--- config.mk ---
export PLATFORM = sky130hd
export DESIGN_NAME = num_sequencer
export DESIGN_NICKNAME = d
export VERILOG_FILES = /design/src/rtl/num_sequencer.sv
export SDC_FILE = /design/constraint.sdc
export NUM_CORES = 1
export LEC_CHECK = 0
export ABC_AREA = 0
export CORE_MARGIN = 1.5
export CORE_UTILIZATION = 30
export CTS_BUF_LIST = sky130_fd_sc_hd__clkbuf_8
export CTS_CLUSTER_SIZE = 25
export DETAILED_ROUTE_END_ITERATION = 6
export GPL_ROUTABILITY_DRIVEN = 0
export PLACE_DENSITY = 0.44
export REMOVE_ABC_BUFFERS = 1
export SYNTH_ARGS = -nofsm -noshare
export SYNTH_HDL_FRONTEND = slang
export SYNTH_SLANG_ARGS = --single-unit
export TNS_END_PERCENT = 5
--- constraint.sdc ---
create_clock -name clk -period 2.4 [get_ports clk]
set_input_delay 0.36 -clock clk [delete_from_list [all_inputs] [get_ports clk]]
set_output_delay 0.36 -clock clk [all_outputs]
set_load 0.02 [all_outputs]
--- src/rtl/num_sequencer.sv ---
// Button-driven 0..MAX_VAL sequencer: sync, debounce and edge-detect up/down/clear, then step a wrapping value.
// Optional auto-run (periodic increment, run_en port) is enabled by defining NUM_SEQ_AUTO_RUN_EN.
module num_sequencer #(
  parameter int DEBOUNCE_CYCLES = 1000000,
  parameter int AUTO_PERIOD     = 50000000,
  parameter int MAX_VAL         = 31
) (
  input  logic       clk,
  input  logic       rst_n,
  input  logic       btn_up,
  input  logic       btn_down,
  input  logic       btn_clr,
`ifdef NUM_SEQ_AUTO_RUN_EN
  input  logic       run_en,
`endif
  output logic [4:0] number,
  output logic       number_changed
);

  localparam int         CW    = $clog2(DEBOUNCE_CYCLES);
  localparam logic [4:0] W_MAX = 5'(MAX_VAL);

  // Bit 0 = up, bit 1 = down, bit 2 = clear throughout.
  logic [2:0]    w_raw;
  logic [2:0]    r_sync1;
  logic [2:0]    r_sync2;
  logic [2:0]    r_deb;
  logic [2:0]    r_deb_d;
  logic [2:0]    r_press;
  logic [CW-1:0] r_cnt [3];
  logic [4:0]    r_number;
  logic          r_changed;
  logic [4:0]    w_next;
  logic          w_inc;
  logic          w_tick;

  assign w_raw = {btn_clr, btn_down, btn_up};

  // The debounce counter only advances while the synchronised input disagrees with the accepted level.
  always_ff @(posedge clk or negedge rst_n) begin
    if (!rst_n) begin
      r_sync1 <= '0;
      r_sync2 <= '0;
      r_deb   <= '0;
      r_deb_d <= '0;
      r_press <= '0;
      for (int i = 0; i < 3; i++) r_cnt[i] <= '0;
    end else begin
      r_sync1 <= w_raw;
      r_sync2 <= r_sync1;
      r_deb_d <= r_deb;
      r_press <= r_deb & ~r_deb_d;
      for (int i = 0; i < 3; i++) begin
        if (r_sync2[i] == r_deb[i]) begin
          r_cnt[i] <= '0;
        end else if (r_cnt[i] == CW'(DEBOUNCE_CYCLES - 1)) begin
          r_deb[i] <= r_sync2[i];
          r_cnt[i] <= '0;
        end else begin
          r_cnt[i] <= r_cnt[i] + 1'b1;
        end
      end
    end
  end

`ifdef NUM_SEQ_AUTO_RUN_EN
  localparam int PW = $clog2(AUTO_PERIOD);
  logic [PW-1:0] r_pre;

  assign w_tick = run_en && (r_pre == PW'(AUTO_PERIOD - 1));

  always_ff @(posedge clk or negedge rst_n) begin
    if (!rst_n) begin
      r_pre <= '0;
    end else if (!run_en || r_press[2] || w_tick) begin
      r_pre <= '0;
    end else begin
      r_pre <= r_pre + 1'b1;
    end
  end
`else
  assign w_tick = 1'b0;
`endif

  // An auto-run tick behaves exactly like an up press, so tick+up still steps only once.
  assign w_inc = r_press[0] | w_tick;

  always_comb begin
    w_next = r_number;
    if (r_press[2]) begin
      w_next = '0;
    end else if (w_inc && r_press[1]) begin
      w_next = r_number;
    end else if (w_inc) begin
      w_next = (r_number == W_MAX) ? 5'd0 : r_number + 5'd1;
    end else if (r_press[1]) begin
      w_next = (r_number == 5'd0) ? W_MAX : r_number - 5'd1;
    end
  end

  always_ff @(posedge clk or negedge rst_n) begin
    if (!rst_n) begin
      r_number  <= '0;
      r_changed <= 1'b0;
    end else begin
      r_number  <= w_next;
      r_changed <= (w_next != r_number);
    end
  end

  assign number         = r_number;
  assign number_changed = r_changed;

endmodule
==> impl_metrics.tcl, run 1 <==
set metrics [dict create \
    met2_length_mm 3.86 \
    p_leak_nw 1.92 \
    ios 11 \
    drt_iter0_markers 267 \
    crit_path_frequent_cell "ha_1" \
    grt.total_usage_pct 13.4 \
    dieWidth_um 121 \
    crit_slowest_cell "or4_1" \
    numCtsBuffers 9 \
    post_cts_buffers 0 \
    rows 42 \
    drv_cap 0 \
    ant_nets 0 \
    ys_types 46 \
    start_util_pct 31.1 \
    power_mw 2.57 \
    root_buffer "clkbuf_8" \
    synth-main-ff-cell "dfrtp_1" \
    async_flop_share_pct 100 \
    die-height_um 121 \
    fin_nets 445 \
    seqCellArea_um2 2030 \
    fillCellCount 1375 \
    grt_pass1_wl_mm 15.5 \
    fmax_mhz 468 \
    antenna_found_initial 0 \
    skew_ps 8.94 \
    max_stage_delay_ps 410 \
    htree_levels 3 \
    min_path_type "flop to flop" \
    startpoint_type "flop" \
    avgSynthCellArea_um2 10.0 \
    rsz0062_at_grt "no" \
    final_common_cell "dfrtp_1" \
    grt_pass1_vias 3179 \
    drv_slew 0 \
    yosysSeqAreaShare_pct 48.7 \
    wl_met3_um 312 \
    worstMarginPinSlew_ps 644 \
    portBuffers 10 \
    crit_start "number[1]$_DFF_PN0_" \
    layout_min_cycle_time_ps 2140 \
    multi_input_area_um2 2010 \
    detail_route.wl_per_cell_um 14.0 \
    wirelength_mm 8.60 \
    vias 3124 \
    ctsLongestPathBuffers 2 \
    setup.worst_path.end_class "flop" \
    hold_viol 0 \
    reg2reg_from "number[1]$_DFF_PN0_" \
    drive_gt1_share_pct 9.79 \
    status "finished, final reports clean" \
    clk_pin_slew_ps 80 \
    slew_headroom_pct 57.1 \
    synth_cells 416 \
    cts_sinks 81 \
    drcViolationCount 0 \
    setup_viol 0 \
    cp_max_fo 6 \
    vdd_drop_max_v 0.000449 \
    min_from "r_sync1[2]$_DFF_PN0_" \
    viasPerCell 5.08 \
    first_pass_iters 4 \
    netlist_area_um2 4160 \
    num_antenna_cells 0 \
    synth-edff-count 0 \
    fin_crit_sh_pct 89.1 \
    arrival_ps 2440 \
    place_hpwl_mm 5.83 \
    utilization_pct 35.4 \
    area_growth_pct 13.9 \
    required_ps 2700 \
    path_cells "ha_1, and3_1, ha_1, nor3b_1, a41oi_1, or4_1, nand4_1" \
    wl_met1_mm 4.28 \
    grt_overflow 0 \
    fin_tns_setup_ps 0 \
    ys_warn_count 0 \
    clock_latency_ps 370 \
    cts_tree "done" \
    dieArea_um2 14600 \
    ys_seq_elements 81 \
    grt_start_max_net_pins 43 \
    core_area_um2 13400 \
    maxUsedRoutingLayer "met4" \
    final_cell_mix "dfrtp_1, nor2_1, xnor2_1, nand2_1, nand3_1" \
    powerDensity_nw_per_um2 543 \
    critPathKind "flop to flop" \
]
-- metal layers --
layer / up-vias / track usage (%)
met4: 0 / 4.93
met1: 1515 / 17.7
li1: 1553 / -
met3: 9 / 4.34
met2: 47 / 20.5
met5: - / 0
-- state kept, by name (all words and copies together), names as in the netlist --
| signal | cells |
|---|---|
| number | 5 |
| number_changed | 1 |
| r_cnt | 60 |
| r_deb | 3 |
| r_deb_d | 3 |
| r_press | 3 |
| r_sync1 | 3 |
| r_sync2 | 3 |
-- logic make-up (layout without fill, tap and decap cells) --
group / after synthesis / after routing / synth area share [%]
flip-flops: 81 / 81 / 48.7
buffers and inverters: 31 / 54 / 3.04
AND/OR/NAND/NOR: 192 / 192 / 25.6
multiplexers: 5 / 5 / 1.29
XOR/XNOR: 43 / 43 / 9.05
adder cells (fa/ha/maj): 6 / 6 / 1.80
AO/OA/AOI/OAI: 58 / 58 / 10.5
-- layout make-up --
class,instances,share of cell area [%]
sequential,81,42.8
tap,176,4.65
clock buffer,12,3.49
clock inverter,4,1.03
timing repair buffer,22,4.28
multi-input combinational,304,42.5
inverter,16,1.27
-- path summary, 6_finish.rpt --
path | endpoint | slack, ps | cells past startpoint
worst max-delay path | number_changed$_DFF_PN0_ | 260 | 7
worst min-delay path | r_sync2[2]$_DFF_PN0_ | 350 | 0
worst max register to register | number_changed$_DFF_PN0_ | 260 | 7
worst min register to register | r_sync2[2]$_DFF_PN0_ | 350 | 0
max in group asynchronous | r_cnt[7]$_DFF_PN0_ | 1250 | 3
min in group asynchronous | r_cnt[41]$_DFF_PN0_ | 520 | 2
-- critical path: cells and delay by family, from the launching register on --
kind                     cells  cell delay (ps)
AO/OA/AOI/OAI                1              150
AND/OR/NAND/NOR              4             1050
adder cells (fa/ha/maj)      2              470
flip-flops                   1              400
-- timing repair --
item	CTS	global route
hold endpoints to repair	30	0
hold buffers	1	0
setup endpoints to repair	0	1
resized for setup	0	1
-- Yosys cell counts, types with 2 or more instances --
cell type  number  share of area, %
inv_1          16               1.4
mux2_2          3              0.81
buf_4           2              0.36
o41ai_1         2              0.42
xor2_1         17               3.6
xnor2_1        26               5.5
nand4_1        16               2.4
and4_1          7               1.5
o31ai_1         7               1.3
buf_2           2              0.24
or4_1           9               1.6
or2_2           3              0.45
nor3_1         11               1.3
a41oi_1         2              0.42
and2_1          4              0.60
nor3b_1         2              0.36
nand4_2         2              0.60
mux2i_1         2              0.48
nor2_1         49               4.4
a21oi_1        17               2.0
dfrtp_1        81                49
or3_1          10               1.5
clkbuf_1       11              0.99
nor2b_1         6              0.90
nor4b_1         5               1.1
ha_1            6               1.8
nor4_1         13               2.0
nand2b_1        4              0.60
nand3b_1        7               1.3
nand2_1        20               1.8
a31oi_1         2              0.30
nand3_1        19               2.3
a211oi_1        8               1.4
o41ai_4         3               2.0
o21ai_0        11               1.3
-- where the power goes --
part | total [mW] | switching (mW) | internal, mW
Combinational | 0.0935 | 0.0610 | 0.0325
Sequential | 1.40 | 0.0153 | 1.38
Clock | 1.08 | 0.517 | 0.567
-- metrics by stage --
step / instance area (µm²) / hold WS, ps / setup slack [ps] / std cells
finish: 4740 / 352 / 262 / 615
global placement: 4510 / 336 / 323 / 598
global route: 4740 / 371 / 67.6 / 615
floorplan: 4100 / 64.4 / 204 / 401
detailed placement: 4510 / 337 / 278 / 598
CTS: 4730 / 357 / 221 / 615
Power figures use the tool's default switching activity.
==> run 2: changes to the inputs <==
Settings changed: HOLD_SLACK_MARGIN set to 0.02.
==> results of run 2 <==
The final DEF is identical to that of run 1; final timing and power are the same.
==> run 3: changes to the inputs <==
Settings changed: CORE_UTILIZATION 30 to 57, PLACE_DENSITY 0.44 to 0.73.
==> run 3 against run 2 <==
Effect of this change:
- total power is 0.58% lower
- critical path depth is the same
- clock power about the same
- clock-buffer cell count down 3
- critical endpoint unchanged
==> impl_metrics.tcl, run 3 (synthesized netlist as in run 1, its figures left out) <==
set metrics [dict create \
    status "finished, final reports clean" \
    min_path_type "flop to flop" \
    holdWs_ps 354 \
    hold_viol 0 \
    cts_sinks 81 \
    min_to "r_sync2[0]$_DFF_PN0_" \
    vias 3108 \
    reg2reg_to "number_changed$_DFF_PN0_" \
    grt.total_usage_pct 21.4 \
    place_inst 515 \
    seq_power_share_pct 54.6 \
    ant_nets 0 \
    intPower_mw 2.00 \
    core_area_um2 6940 \
    rsz0062_at_grt "no" \
    fin_tns_setup_ps 0 \
    slew_headroom_pct 56.7 \
    grt_pass1_wl_mm 13.0 \
    grt_pass1_vias 2837 \
    largest_reg_flops 60 \
    dieArea_um2 7820 \
    skew_ps 6.72 \
    rows 30 \
    viasPerCell 5.84 \
    place_hpwl_mm 5.06 \
    fin_crit_sh_pct 91.8 \
    antenna_found_initial 0 \
    root_buffer "clkbuf_8" \
    crit_family "simple AND/OR/NAND/NOR gates" \
    wirelength_mm 7.54 \
    post_cts_buffers 0 \
    setup_viol 0 \
    first_pass_iters 4 \
    rrSetupSlack_ps 200 \
    top_register "r_cnt" \
    portBuffers 10 \
    worstHoldPathCells 0 \
    reg2reg_from "number[0]$_DFF_PN0_" \
    ios 11 \
    cts_tree "done" \
    worstMarginPinSlew_ps 650 \
    drt_iter0_markers 141 \
    arrival_ps 2490 \
    final_cell_mix "dfrtp_1, nor2_1, xnor2_1, nand2_1, nand3_1" \
    utilization_pct 66.5 \
    final_area_um2 4620 \
    ctsLongestPathBuffers 2 \
    drcViolationCount 0 \
    required_ps 2680 \
    num_antenna_cells 0 \
    setup.worst_path.end_class "flop" \
    area_growth_pct 10.9 \
    drive_gt1_share_pct 8.72 \
    numCtsBuffers 9 \
    crit_slowest_cell "nor4b_1" \
    drv_slew 0 \
    dieWidth_um 88.4 \
    p_leak_nw 1.90 \
    clk_pin_slew_ps 80 \
    layout_min_cycle_time_ps 2200 \
    grt_start_max_net_pins 43 \
    grt_overflow 0 \
    startpoint_type "flop" \
    postPlaceCellArea_um2 4390 \
    path_cells "buf_4, inv_1, ha_1, nor4b_1, a211oi_1, or4_1, nand4_1" \
    p_sw_mw 0.563 \
    powerDensity_nw_per_um2 554 \
    start_util_pct 59.9 \
    vdd_drop_max_v 0.000368 \
    min_from "r_sync1[0]$_DFF_PN0_" \
    reg2reg_depth 7 \
    critPathKind "flop to flop" \
    fin_nets 442 \
    htree_levels 3 \
    final-instance-count-excl-fill 532 \
    drv_cap 0 \
    pwr-share-comb_pct 3.4 \
    final_common_cell "dfrtp_1" \
    clock_latency_ps 350 \
    clkPwrFrac_pct 42.0 \
    worst-path-buf-inv 2 \
    die-height_um 88.4 \
    switching_share_pct 22.0 \
    detail_route.wl_per_cell_um 14.2 \
    fmax_mhz 454 \
    cp_max_fo 11 \
    max_stage_delay_ps 490 \
]
-- run 3: changes by cell type in the layout (fill, tap and decap cells not counted) --
cell / delta
nor4b_2: -1
clkbuf_8: -3
nor4b_1: +1
inv_6: -1
clkinv_4: +2
buf_4: -3
inv_1: +1
clkinvlp_4: +2
bufinv_16: +1
clkinv_2: -2
-- run 3: timing repair --
action	in CTS	in global routing
hold buffers	1	0
gates resized for setup	0	0
hold endpoints to repair	39	0
-- run 3: area by class of cell --
class,instances,area (µm²)
fillers,558,2330
flip-flops and latches,81,2030
multi-input cells,304,2010
repair buffers,19,180
clock buffers,9,124
well taps,96,120
clock inverters,7,96.3
inverters,16,60.1
-- run 3: through the flow --
stage | worst slack [ps] | power [mW]
final | 197 | 2.56
after global routing | 74.8 | 2.67
after CTS | 224 | 2.59
after detailed placement | 244 | 1.51
after global placement | 368 | 1.51
after floorplan | 204 | 1.46
-- run 3: routing by layer --
metal  track usage, %  up-vias  wire length, µm
met3             5.88        7              317
met2             33.7       67             3530
li1                 -     1539                -
met5                0        -                0
met1             29.0     1495             3650
met4             6.82        0               55
-- run 3: power by group through the flow --
stage	combinational, mW	sequential, mW	clock, mW
5_1_grt	0.104	1.40	1.17
2_1_floorplan	0.0398	1.42	0
3_3_place_gp	0.0891	1.42	0
6_report	0.0882	1.40	1.07
4_1_cts	0.0912	1.40	1.10
3_5_place_dp	0.0900	1.42	0
-- run 3: how the worst max path moves through the flow --
stage                         from                  endpoint  slack, ps  depth (start not counted)
2_1_floorplan  number[0]$_DFF_PN0_  number_changed$_DFF_PN0_        200                          7
3_3_place_gp   number[0]$_DFF_PN0_  number_changed$_DFF_PN0_        370                          7
3_5_place_dp   number[0]$_DFF_PN0_  number_changed$_DFF_PN0_        240                          7
4_1_cts        number[0]$_DFF_PN0_  number_changed$_DFF_PN0_        220                          7
5_1_grt        number[0]$_DFF_PN0_  number_changed$_DFF_PN0_         70                          7
6_report       number[0]$_DFF_PN0_  number_changed$_DFF_PN0_        200                          7
==> edit (config.mk and constraints of run 1) <==
The parameter `DEBOUNCE_CYCLES` goes from 1000000 to 2000000.
--- a/src/rtl/num_sequencer.sv
+++ b/src/rtl/num_sequencer.sv
@@ -2,5 +2,5 @@
 // Optional auto-run (periodic increment, run_en port) is enabled by defining NUM_SEQ_AUTO_RUN_EN.
 module num_sequencer #(
-  parameter int DEBOUNCE_CYCLES = 1000000,
+  parameter int DEBOUNCE_CYCLES = 2000000,
   parameter int AUTO_PERIOD     = 50000000,
   parameter int MAX_VAL         = 31
Formal check against the unedited RTL: same outputs for any inputs over 10 cycles, from zero or initial values and one cycle with rst_n low; that may be too few to reach the edited logic, so the function may still have changed.
==> edit against run 1 <==
Clock skew is 0.00056 ns lower. Largest cell class unchanged. Sequential cell count is 3 higher. Sequential share of layout area is 3.3 points higher. Maximum frequency is 1.1% higher. Routed wire length is 9.2% lower. Power is 0.84% higher. Final area is 3.6% lower. Via count is 9.7% lower. Setup slack better by 0.024 ns. Global-route usage is 1.0 points lower. Sequential power is 4% higher. Synthesized cell count is 3.4% lower. Area after synthesis is 3.4% lower.
==> edit: results (changes against run 1) <==
status: "finished, final reports clean"
place_inst: 584  # -2.3%
grt_pass1_wl_um: 14000  # -9.5%
period_needed_ns: 2.11  # -0.0239 ns
fill_cells: 1349  # -1.9%
ys_types: 45  # -2.2%
drt_iter0_drc: 161  # -40%
synthXorXnorAreaFrac: 0.131  # +0.0403
fin_cells: 601  # -2.3%
drive_gt1_frac: 0.0753  # -0.0227
critPathMaxStageDelay_ns: 0.47  # +0.06 ns
synth_area_leaders: "dfrtp_1 52%, xor2_1 9.4%, nor2_1 7.5%"
switchingPower_mw: 0.604  # +1.8%
synth.avg_cell_area_um2: 10.0  # about the same
routedWlPerCell_um: 13.0  # -7.1%
grt_pass1_vias: 2921  # -8.1%
reg2reg_from: "number[0]"
gr-usage-all-layers: 0.124  # -0.0101
rr_worst_depth: 8  # +1
finClkSkew_ns: 0.00837  # -0.000564 ns
clk_latency_ns: 0.37  # about the same
cap_violations: 0  # unchanged
irDropWorstVdd_mv: 0.206  # -54%
wirelength_met1_um: 3930  # -8.2%
worstSetupPathType: "register to register"
yosysSeqAreaShare: 0.523  # +0.0360
hpwl_um: 5200  # -11%
synth_commonest_cells: "84 x dfrtp_1, 80 x nor2_1, 43 x xor2_1"
synthAdderAreaFrac: 0.0187  # +0.000640
cts-buffers-inserted: 9  # unchanged
cpMaxStageDelayCell: "dfrtp_1"
postRouteAntennaNets: 0  # unchanged
wl_met2_um: 3460  # -11%
root_buffer: "clkbuf_8"
leakagePower_nw: 1.98  # +3.0%
worstHoldStart: "r_sync1[0]"
place_area_um2: 4350  # -3.4%
largest_register_ffs: 63  # +5.0%
pre_cts_slack_ns: 0.317  # +0.0397 ns
fin_nets: 431  # -3.1%
wl_met3_um: 211  # -32%
synth_mux_area_frac: 0.0159  # +0.00295
worstPathMaxFanout: 9  # +3
arrival_ns: 2.37  # -0.07 ns
timing.rr.end: "number_changed"
grt_start_max_net_pins: 36  # -16%
synth_compound_area_frac: 0.0314  # -0.0732
tightest_slew_ns: 0.615  # -0.0283 ns
num_vias: 2822  # -9.7%
dr.pass1.iters: 4  # unchanged
## edit: repair_timing
item	4_1_cts	5_1_grt
hold buffers	1	0
buffers inserted	0	0
gates resized for setup	0	0
hold endpoints to repair	30	0
## edit: cell type report
cell class,instances,area (µm²),area share
clock inverters,5,51.3,0.0112
multi-input cells,296,1820,0.399
repair buffers,19,180,0.0395
flip-flops and latches,84,2100,0.460
inverters,10,37.5,0.00822
clock buffers,11,151,0.0332
well taps,176,220,0.0482
## edit: cells by family after synthesis
group	Yosys count
simple gates	206
buf+inv	22
mux	6
flops	84
compound gates	18
xor+xnor	60
fa+ha+maj	6
## edit: worst max-delay path, delay by kind of cell (launching register included)
kind            cells  cell delay [ns]
fa+ha+maj           2             0.51
flops               1             0.47
compound gates      2             0.51
simple gates        4             0.52
## edit: metal layers
layer  vias to the layer above  GRT usage
li1                       1402          -
met1                      1374      0.162
met2                        33      0.191
met3                        13     0.0294
met4                         0     0.0617
met5                         -          0
## edit: power by group through the flow
stage / logic, mW / registers (mW) / clock network, mW
finish: 0.0874 / 1.45 / 1.06
floorplan: 0.0346 / 1.47 / 0
global placement: 0.0898 / 1.48 / 0
global route: 0.104 / 1.45 / 1.16
detailed placement: 0.0904 / 1.48 / 0
CTS: 0.0921 / 1.45 / 1.10
## edit: how the worst min path moves through the flow
stage / slack (ns) / depth (start not counted) / endpoint
floorplan: 0.06 / 0 / number[0]
global placement: 0.34 / 1 / r_cnt[56]
detailed placement: 0.34 / 0 / r_sync2[0]
CTS: 0.36 / 0 / r_sync2[0]
global route: 0.36 / 0 / r_sync2[0]
finish: 0.35 / 0 / r_sync2[0]
